$ cat src/rtl/row_fetch_unit.sv
// Row fetch sequencer: walks NROWS row pairs from a dual-port RAM, absorbs the
// one-cycle read latency in a 2-entry FIFO and streams them over valid/ready.
module row_fetch_unit #(
  parameter  int unsigned ADDR_WIDTH = 10,
  parameter  int unsigned ROW_BYTES  = 8,
  parameter  int unsigned NROWS      = 8,
  localparam int unsigned ROW_BITS   = 8 * ROW_BYTES,
  localparam int unsigned IDX_W      = (NROWS > 1) ? $clog2(NROWS) : 1
) (
  input  logic                  clk_i,
  input  logic                  rst_ni,
  input  logic                  start_i,
  input  logic [ADDR_WIDTH-1:0] base_a_i,
  input  logic [ADDR_WIDTH-1:0] base_b_i,
  output logic                  busy_o,
  output logic                  done_o,
  output logic [ADDR_WIDTH-1:0] addr_a_o,
  output logic [ADDR_WIDTH-1:0] addr_b_o,
  output logic                  en_a_o,
  output logic                  en_b_o,
  input  logic [ROW_BITS-1:0]   rdata_a_i,
  input  logic [ROW_BITS-1:0]   rdata_b_i,
  output logic                  row_valid_o,
  input  logic                  row_ready_i,
  output logic [ROW_BITS-1:0]   row_a_o,
  output logic [ROW_BITS-1:0]   row_b_o,
  output logic [IDX_W-1:0]      row_idx_o,
  output logic                  row_last_o
);

  localparam int unsigned FIFO_DEPTH = 2;
  localparam int unsigned CNT_W      = $clog2(NROWS + 1);
  localparam logic [ADDR_WIDTH-1:0] ALIGN_MASK = ~ADDR_WIDTH'(ROW_BYTES - 1);

  typedef enum logic [1:0] {S_IDLE, S_FETCH, S_DRAIN} state_t;

  state_t                r_state;
  state_t                w_state_nxt;
  logic [ADDR_WIDTH-1:0] r_next_a;
  logic [ADDR_WIDTH-1:0] r_next_b;
  logic [ADDR_WIDTH-1:0] r_addr_a;
  logic [ADDR_WIDTH-1:0] r_addr_b;
  logic [CNT_W-1:0]      r_issue_cnt;
  logic [IDX_W-1:0]      r_idx;
  logic                  r_pending;
  logic                  r_busy;
  logic                  r_done;
  logic [ROW_BITS-1:0]   r_mem_a [FIFO_DEPTH];
  logic [ROW_BITS-1:0]   r_mem_b [FIFO_DEPTH];
  logic                  r_wr_ptr;
  logic                  r_rd_ptr;
  logic [1:0]            r_count;

  logic w_valid;
  logic w_xfer;
  logic w_issue_ok;
  logic w_last_issue;
  logic w_last_xfer;
  logic w_start;
  logic w_issue;
  logic w_finish;

  assign w_valid      = (r_count != 2'd0);
  assign w_xfer       = w_valid && row_ready_i;
  // Popping this cycle frees a slot for the read that lands two cycles later.
  assign w_issue_ok   = ((r_count + 2'(r_pending)) < 2'(FIFO_DEPTH)) || w_xfer;
  assign w_last_issue = (r_issue_cnt == CNT_W'(NROWS - 1));
  assign w_last_xfer  = w_xfer && (r_idx == IDX_W'(NROWS - 1));

  // State register
  always_ff @(posedge clk_i or negedge rst_ni) begin
    if (!rst_ni) r_state <= S_IDLE;
    else         r_state <= w_state_nxt;
  end

  // Next-state logic
  always_comb begin
    w_state_nxt = r_state;
    case (r_state)
      S_IDLE:  if (w_start)                    w_state_nxt = S_FETCH;
      S_FETCH: if (w_issue && w_last_issue)    w_state_nxt = S_DRAIN;
      S_DRAIN: if (w_last_xfer)                w_state_nxt = S_IDLE;
      default:                                 w_state_nxt = S_IDLE;
    endcase
  end

  // FSM decoded controls; start is blocked during the done cycle
  always_comb begin
    w_start  = 1'b0;
    w_issue  = 1'b0;
    w_finish = 1'b0;
    case (r_state)
      S_IDLE:  w_start  = start_i && !r_done;
      S_FETCH: w_issue  = w_issue_ok;
      S_DRAIN: w_finish = w_last_xfer;
      default: ;
    endcase
  end

  // Sequencing registers: bases, counters, status
  always_ff @(posedge clk_i or negedge rst_ni) begin
    if (!rst_ni) begin
      r_next_a    <= '0;
      r_next_b    <= '0;
      r_addr_a    <= '0;
      r_addr_b    <= '0;
      r_issue_cnt <= '0;
      r_idx       <= '0;
      r_pending   <= 1'b0;
      r_busy      <= 1'b0;
      r_done      <= 1'b0;
    end else begin
      r_done    <= w_finish;
      r_busy    <= (w_state_nxt != S_IDLE) || w_finish;
      r_pending <= w_issue;
      if (w_start) begin
        r_next_a    <= base_a_i & ALIGN_MASK;
        r_next_b    <= base_b_i & ALIGN_MASK;
        r_issue_cnt <= '0;
        r_idx       <= '0;
      end else begin
        if (w_issue) begin
          r_addr_a    <= r_next_a;
          r_addr_b    <= r_next_b;
          r_next_a    <= r_next_a + ADDR_WIDTH'(ROW_BYTES);
          r_next_b    <= r_next_b + ADDR_WIDTH'(ROW_BYTES);
          r_issue_cnt <= r_issue_cnt + CNT_W'(1);
        end
        if (w_xfer) r_idx <= r_idx + IDX_W'(1);
      end
    end
  end

  // Two-entry row FIFO written one cycle after each issue
  always_ff @(posedge clk_i or negedge rst_ni) begin
    if (!rst_ni) begin
      for (int i = 0; i < int'(FIFO_DEPTH); i++) begin
        r_mem_a[i] <= '0;
        r_mem_b[i] <= '0;
      end
      r_wr_ptr <= 1'b0;
      r_rd_ptr <= 1'b0;
      r_count  <= 2'd0;
    end else begin
      if (r_pending) begin
        r_mem_a[r_wr_ptr] <= rdata_a_i;
        r_mem_b[r_wr_ptr] <= rdata_b_i;
        r_wr_ptr          <= ~r_wr_ptr;
      end
      if (w_xfer) r_rd_ptr <= ~r_rd_ptr;
      case ({r_pending, w_xfer})
        2'b10:   r_count <= r_count + 2'd1;
        2'b01:   r_count <= r_count - 2'd1;
        default: r_count <= r_count;
      endcase
    end
  end

  assign busy_o      = r_busy;
  assign done_o      = r_done;
  assign en_a_o      = w_issue;
  assign en_b_o      = w_issue;
  assign addr_a_o    = w_issue ? r_next_a : r_addr_a;
  assign addr_b_o    = w_issue ? r_next_b : r_addr_b;
  assign row_valid_o = w_valid;
  assign row_a_o     = r_mem_a[r_rd_ptr];
  assign row_b_o     = r_mem_b[r_rd_ptr];
  assign row_idx_o   = r_idx;
  assign row_last_o  = w_valid && (r_idx == IDX_W'(NROWS - 1));

endmodule

$ cat config.mk
export PLATFORM = sky130hd
export DESIGN_NAME = row_fetch_unit
export DESIGN_NICKNAME = d
export VERILOG_FILES = /design/src/rtl/row_fetch_unit.sv
export SDC_FILE = /design/constraint.sdc
export NUM_CORES = 1
export LEC_CHECK = 0
export BUFFER_PORTS_ARGS = -buffer_cell sky130_fd_sc_hd__buf_2
export CAP_MARGIN = 20
export CORE_MARGIN = 5
export CORE_UTILIZATION = 45
export CTS_CLUSTER_DIAMETER = 60
export DETAILED_ROUTE_END_ITERATION = 7
export HOLD_SLACK_MARGIN = 0.1
export PLACE_DENSITY_LB_ADDON = 0.12
export SLEW_MARGIN = 20
export SYNTH_ARGS = -nofsm -noshare
export SYNTH_HDL_FRONTEND = slang
export SYNTH_SLANG_ARGS = --single-unit
$ cat constraint.sdc
create_clock -name clk_i -period 1.95 [get_ports clk_i]
set_input_delay 0.0975 -clock clk_i [delete_from_list [all_inputs] [get_ports clk_i]]
set_output_delay 0.0975 -clock clk_i [all_outputs]
set_load 0.01 [all_outputs]
==> reports/qor.txt, run 1 <==
Die ar.: 32900 um^2
Synthesized cell area: 13200 um^2
Fin. Hold Viols: 0
Via Count: 9045
# clock sinks: 306
Register area share after synthesis: 57.9%
FF-to-FF Start: r_pending
Most common cell after layout, fill and taps aside: mux2_2
Initial DRC Count: 328
Drt drc: 0
Worst IR Drop VDD: 1.16 mV
Final Max Tran Viols: 0
Vias in the first global route: 9854
Synth cell types: 41
Initial antenna violation count: 1
Slew margin rel.: 67.6%
R2R setup slack: 0.05 ns
FF-to-FF End: r_issue_cnt[3]
Total Power: 34.2 mW
Fin nets: 1562
Pin count of the biggest net entering global routing: 69
CP max stage delay: 0.38 ns
RePlAce Congestion: 0.769
Max Freq: 479 MHz
Final HPWL DP: 20900 um
Worst min path class: in -> async
Setup crit end: addr_a_o[6]
Starting Density: 45.8%
Final setup margin: -0.139 ns
Core area: 28900 um^2
Power Density: 1840 nW/um^2
Max-cap violations: 0
Area growth syn-to-layout: 40.2%
CP Launch Type: flip-flop
CTS buffer count: 34
Fin crit share: 107%
# rows: 62
Placed cells: 1591
Worst Setup End Kind: output pin
Clock slew at reported path FFs: 0.06 ns
Most frequent cells in the layout: mux2_2, dfrtp_1, buf_2, dlygate4sd3_1, nand2_1
Post-Route WL: 32400 um
Wirelength per Cell: 17.9 um
Failing checks: negative setup slack
Max H-tree Level: 2
Root Driver: clkbuf_16
Pre-antenna DRT Iters: 6
Syn Inst Count: 921
Hold WS: 0.106 ns
Clock buffer depth: 3
Top FF cell, synth: dfrtp_1
First-pass GRT wire length: 52300 um
Yosys reg bits: 306
Total Routing Usage GR: 19.1%
Pleak: 8.49 nW
Clk_lat worst skew: 0.50 ns
Filler cells: 2210
Final ANT Viol Nets: 0
Crit path cell chain: and4bb_1 > a211o_4 > clkinvlp_4 > buf_6 > nand2_2 > nand2_2 > buf_6
Layout cells sized above 1: 58.1%
Post-route minimum period: 2.09 ns
RSZ-0062 raised after global routing: true
Worst reg2reg path depth: 9
Routed vias/inst: 4.99
I/O pin total: 309
Height of the chip: 181 um
Final setup viols: 22
Finished Layout Cells: 1812
Total congestion overflow: 0
CTS tree: built
Die Width: 181 um
Dpl ws: -0.0359 ns
Syn Area/Cell: 14.4 um^2
Clock Skew: 0.0114 ns
CP max-delay cell: dfrtp_1
IO buf count: 302
Setup CP Type: reg -> out
Status: finished, violations left
Fraction of registers with async set/reset: 100%
Worst Path Max Fanout: 5
Mapped Nets: 1079
Ys Warns: 0
Worst Path Required: 1.85 ns
Post-synth EDFFs: 0
Least-Margin Pin Slew: 0.484 ns
Launch point of the worst path: r_pending
Worst EP arrival: 1.99 ns
## layout make-up
class	count	area, um^2	share of cell area, %
antenna	1	2.50	0.0135
sequential	306	7660	41.3
clock inverter	8	90.1	0.486
timing repair buffer	500	3820	20.6
clock buffer	51	998	5.38
timing repair inverter	1	7.51	0.0405
inverter	5	22.5	0.121
tap	384	480	2.59
multi-input combinational	556	5460	29.4
## Yosys cell counts (4+ instances only)
cell type | n | area share (%)
o311ai_1 | 4 | 0.26
and2_1 | 12 | 0.57
clkbuf_1 | 30 | 0.85
o21ai_0 | 9 | 0.34
buf_2 | 21 | 0.79
nor2_1 | 14 | 0.40
a211o_1 | 4 | 0.26
nand3_1 | 11 | 0.42
nand2_1 | 66 | 1.9
ha_1 | 6 | 0.57
mux2_2 | 385 | 33
dfrtp_1 | 306 | 58
inv_1 | 5 | 0.14
## power breakdown
group / leakage [nW] / internal (mW) / switching, mW / total (mW)
Sequential: 3.60 / 9.60 / 1.64 / 11.2
Combinational: 4.34 / 9.27 / 7.40 / 16.7
Clock: 0.536 / 3.80 / 2.47 / 6.27
## sequential cells by signal, indices dropped and copies added, names as in the netlist, 3 cells and up
name         flops
r_mem_b        128
r_mem_a        128
r_next_a         7
r_addr_b        10
r_addr_a        10
row_idx_o        3
r_next_b         7
r_issue_cnt      4
## logic make-up after synthesis
logic type      Yosys count  share of synthesized area (%)
compound gates           34                           1.85
xor+xnor                  6                          0.397
simple gates            122                           4.34
flops                   306                           57.9
fa+ha+maj                 6                          0.567
buf+inv                  59                           1.96
mux                     388                           33.0
## per-layer routing
metal | vias up | part of all wire (%) | track usage [%]
li1 | 4240 | - | -
met1 | 4506 | 42 | 24.9
met2 | 243 | 48 | 31.4
met3 | 56 | 7.7 | 5.92
met4 | 0 | 2.2 | 4.89
met5 | - | 0 | 0
## worst max-delay path: cells and delay by family, from the launching register on
family	cells	cell delay [ns]
AOI/OAI and AO/OA	1	0.32
buffers and inverters	3	0.41
DFF	1	0.38
and+or+nand+nor	3	0.37
## timing repair
action                                  in CTS  in global routing
gates resized for setup                     11                 56
buffers inserted                             7                  7
pin swaps                                    2                 13
endpoints found under the hold margin      556                  0
cloned                                       1                  2
hold buffers                               144                  0
endpoints found under the setup margin     147                 29
## worst min path at each step
stage | from | end | slack, ns | cells past startpoint
6_report | rst_ni | r_mem_a[42] | 0.11 | 2
5_1_grt | rst_ni | r_mem_a[37] | 0.12 | 2
4_1_cts | rst_ni | r_mem_a[122] | 0.11 | 2
3_5_place_dp | rst_ni | r_mem_a[37] | 0.03 | 1
3_3_place_gp | rst_ni | r_mem_a[42] | 0.03 | 1
2_1_floorplan | rst_ni | busy_o | -0.20 | 0
## per-stage QoR
step	setup TNS, ns	cell area, um^2	util, %
6_report	-2.00	18500	64.3
5_1_grt	-3.87	18500	64.3
4_1_cts	-1.78	18200	63.1
3_5_place_dp	-0.159	15600	53.9
3_3_place_gp	0	15600	53.9
2_1_floorplan	0	13200	-
(Power assumes the default switching activity.)
==> run 2: changes to the inputs <==
==> constraint.sdc (replaced) <==
create_clock -name clk_i -period 2.6 [get_ports clk_i]
set_input_delay 0.13 -clock clk_i [delete_from_list [all_inputs] [get_ports clk_i]]
set_output_delay 0.13 -clock clk_i [all_outputs]
set_load 0.01 [all_outputs]
==> reports/qor.txt, run 2 (same netlist as run 1, synthesis figures left out) <==
Post-Route WL: 30400 um
Status: finished clean
Total congestion overflow: 0
Clk_lat worst skew: 0.50 ns
RePlAce Congestion: 0.744
Most common cell after layout, fill and taps aside: mux2_2
PostCTS Resize Cnt: 0
Final Max Tran Viols: 0
Grt met3 use: 5.54%
Met1 usage: 23.9%
I/O pin total: 309
Root Driver: clkbuf_16
Worst Setup End Kind: output pin
CP max-delay cell: dfrtp_1
Final ANT Viol Nets: 0
Max H-tree Level: 2
CP max stage delay: 0.45 ns
Worst Path Max Fanout: 9
Worst Path Required: 2.47 ns
Least-Margin Pin Slew: 0.667 ns
Ant. Diodes: 0
CP Launch Type: flip-flop
Total Routing Usage GR: 18.3%
Pin count of the biggest net entering global routing: 83
Initial DRC Count: 325
Area of the multi-input gates: 5330 um^2
# clock sinks: 306
Filler cells: 2325
Clock slew at reported path FFs: 0.06 ns
Fin crit share: 90.2%
Drt drc: 0
Final setup viols: 0
Slew margin rel.: 55.6%
Post-route minimum period: 2.34 ns
Core area: 28900 um^2
Clock Skew: 0.0197 ns
Fin. Hold Viols: 0
Pre-antenna DRT Iters: 4
Top flop regs: r_mem_a x128, r_mem_b x128
Worst EP arrival: 2.21 ns
GRT Max-Usage Layer: met2
IO buf count: 302
Routing usage on met2: 30.2%
Max Freq: 427 MHz
Via Count: 8897
Setup TNS: 0 ns
CTS tree: built
First-pass GRT wire length: 50400 um
Power Density: 1350 nW/um^2
# rows: 62
Pleak: 8.18 nW
Height of the chip: 181 um
CTS buffer count: 34
Area growth syn-to-layout: 34.9%
Layout cells sized above 1: 54.9%
Initial antenna violation count: 0
Area after DPL: 15300 um^2
Wirelength per Cell: 17.2 um
Clock buffer depth: 3
Final HPWL DP: 19700 um
Fin nets: 1525
Worst min path class: in -> reg
Most frequent cells in the layout: mux2_2, dfrtp_1, buf_2, dlygate4sd3_1, nand2_1
Die Width: 181 um
Worst IR Drop VDD: 0.996 mV
Die ar.: 32900 um^2
RSZ-0062 raised after global routing: false
Reg area: 7660 um^2
Vias in the first global route: 9607
CP dominant cell by count: nand2_1
Max-cap violations: 0
Starting Density: 45.8%
Setup CP Type: reg -> out
Routed vias/inst: 5.02
Crit path cell chain: and4bb_1 > a211o_1 > inv_1 > buf_4 > nand2_1 > nand2_1 > buf_2
Cell area after layout: 17800 um^2
-- run 2: changes by cell type in the layout (fill, tap and decap cells not counted), moves of 3 or more --
cell	change
clkinv_2	-3
and2_1	+5
and2_4	-5
buf_6	-21
buf_4	-11
buf_2	+13
nand2_2	-16
clkbuf_1	-5
clkbuf_8	+7
buf_12	-14
nand2_4	-7
nand2_1	+23
-- run 2: worst paths after layout --
kind	startpoint	endpoint	slack, ns	cells past startpoint
setup / recovery	r_pending	addr_a_o[8]	0.26	7
hold / removal	start_i	row_idx_o[1]	0.24	4
setup reg to reg	r_pending	r_next_b[3]	0.60	6
hold reg to reg	r_addr_a[9]	r_addr_a[9]	0.47	2
max in group asynchronous	rst_ni	r_mem_a[50]	1.48	3
min in group asynchronous	rst_ni	r_mem_a[97]	0.26	2
-- run 2: layout make-up --
class                           count  share of cell area, %
Clock buffer                       53                   6.03
Multi-Input combinational cell    556                   29.8
Inverter                            5                  0.105
Clock inverter                      5                  0.421
Timing Repair Buffer              464                   18.0
Sequential cell                   306                   42.9
Tap cell                          384                   2.69
-- run 2: what timing repair did --
action                    in CTS  in global routing
hold endpoints to repair     347                  0
hold buffers                 144                  0
buffers inserted               0                  0
-- run 2: per-stage QoR --
step / worst slack, ns / utilization [%] / hold WS, ns / power [mW] / cells
2_1_floorplan: 0.837 / - / -0.166 / 15.7 / 921
3_3_place_gp: 0.625 / 52.9 / 0.196 / 19.1 / 1571
3_5_place_dp: 0.599 / 52.9 / 0.195 / 19.4 / 1571
4_1_cts: 0.204 / 61.9 / 0.219 / 24.5 / 1773
5_1_grt: 0.0876 / 61.9 / 0.240 / 25.8 / 1773
6_report: 0.256 / 61.9 / 0.240 / 24.2 / 1773
-- run 2: critical path, delay by kind of cell (launching register included) --
family | cells | cell delay, ns
buffers and inverters | 3 | 0.61
AND/OR/NAND/NOR | 3 | 0.38
AO/OA/AOI/OAI | 1 | 0.29
flip-flops | 1 | 0.45
-- run 2: routing by layer --
metal	vias to the layer above	part of all wire, %
met1	4456	43
met3	44	7.5
li1	4170	-
met5	-	0
met4	0	1.9
met2	227	48
-- run 2: report_power, final --
part	internal (mW)	total, mW	switching (mW)
clock	3.03	4.85	1.82
combinational	5.88	10.9	5.02
sequential	7.20	8.42	1.22
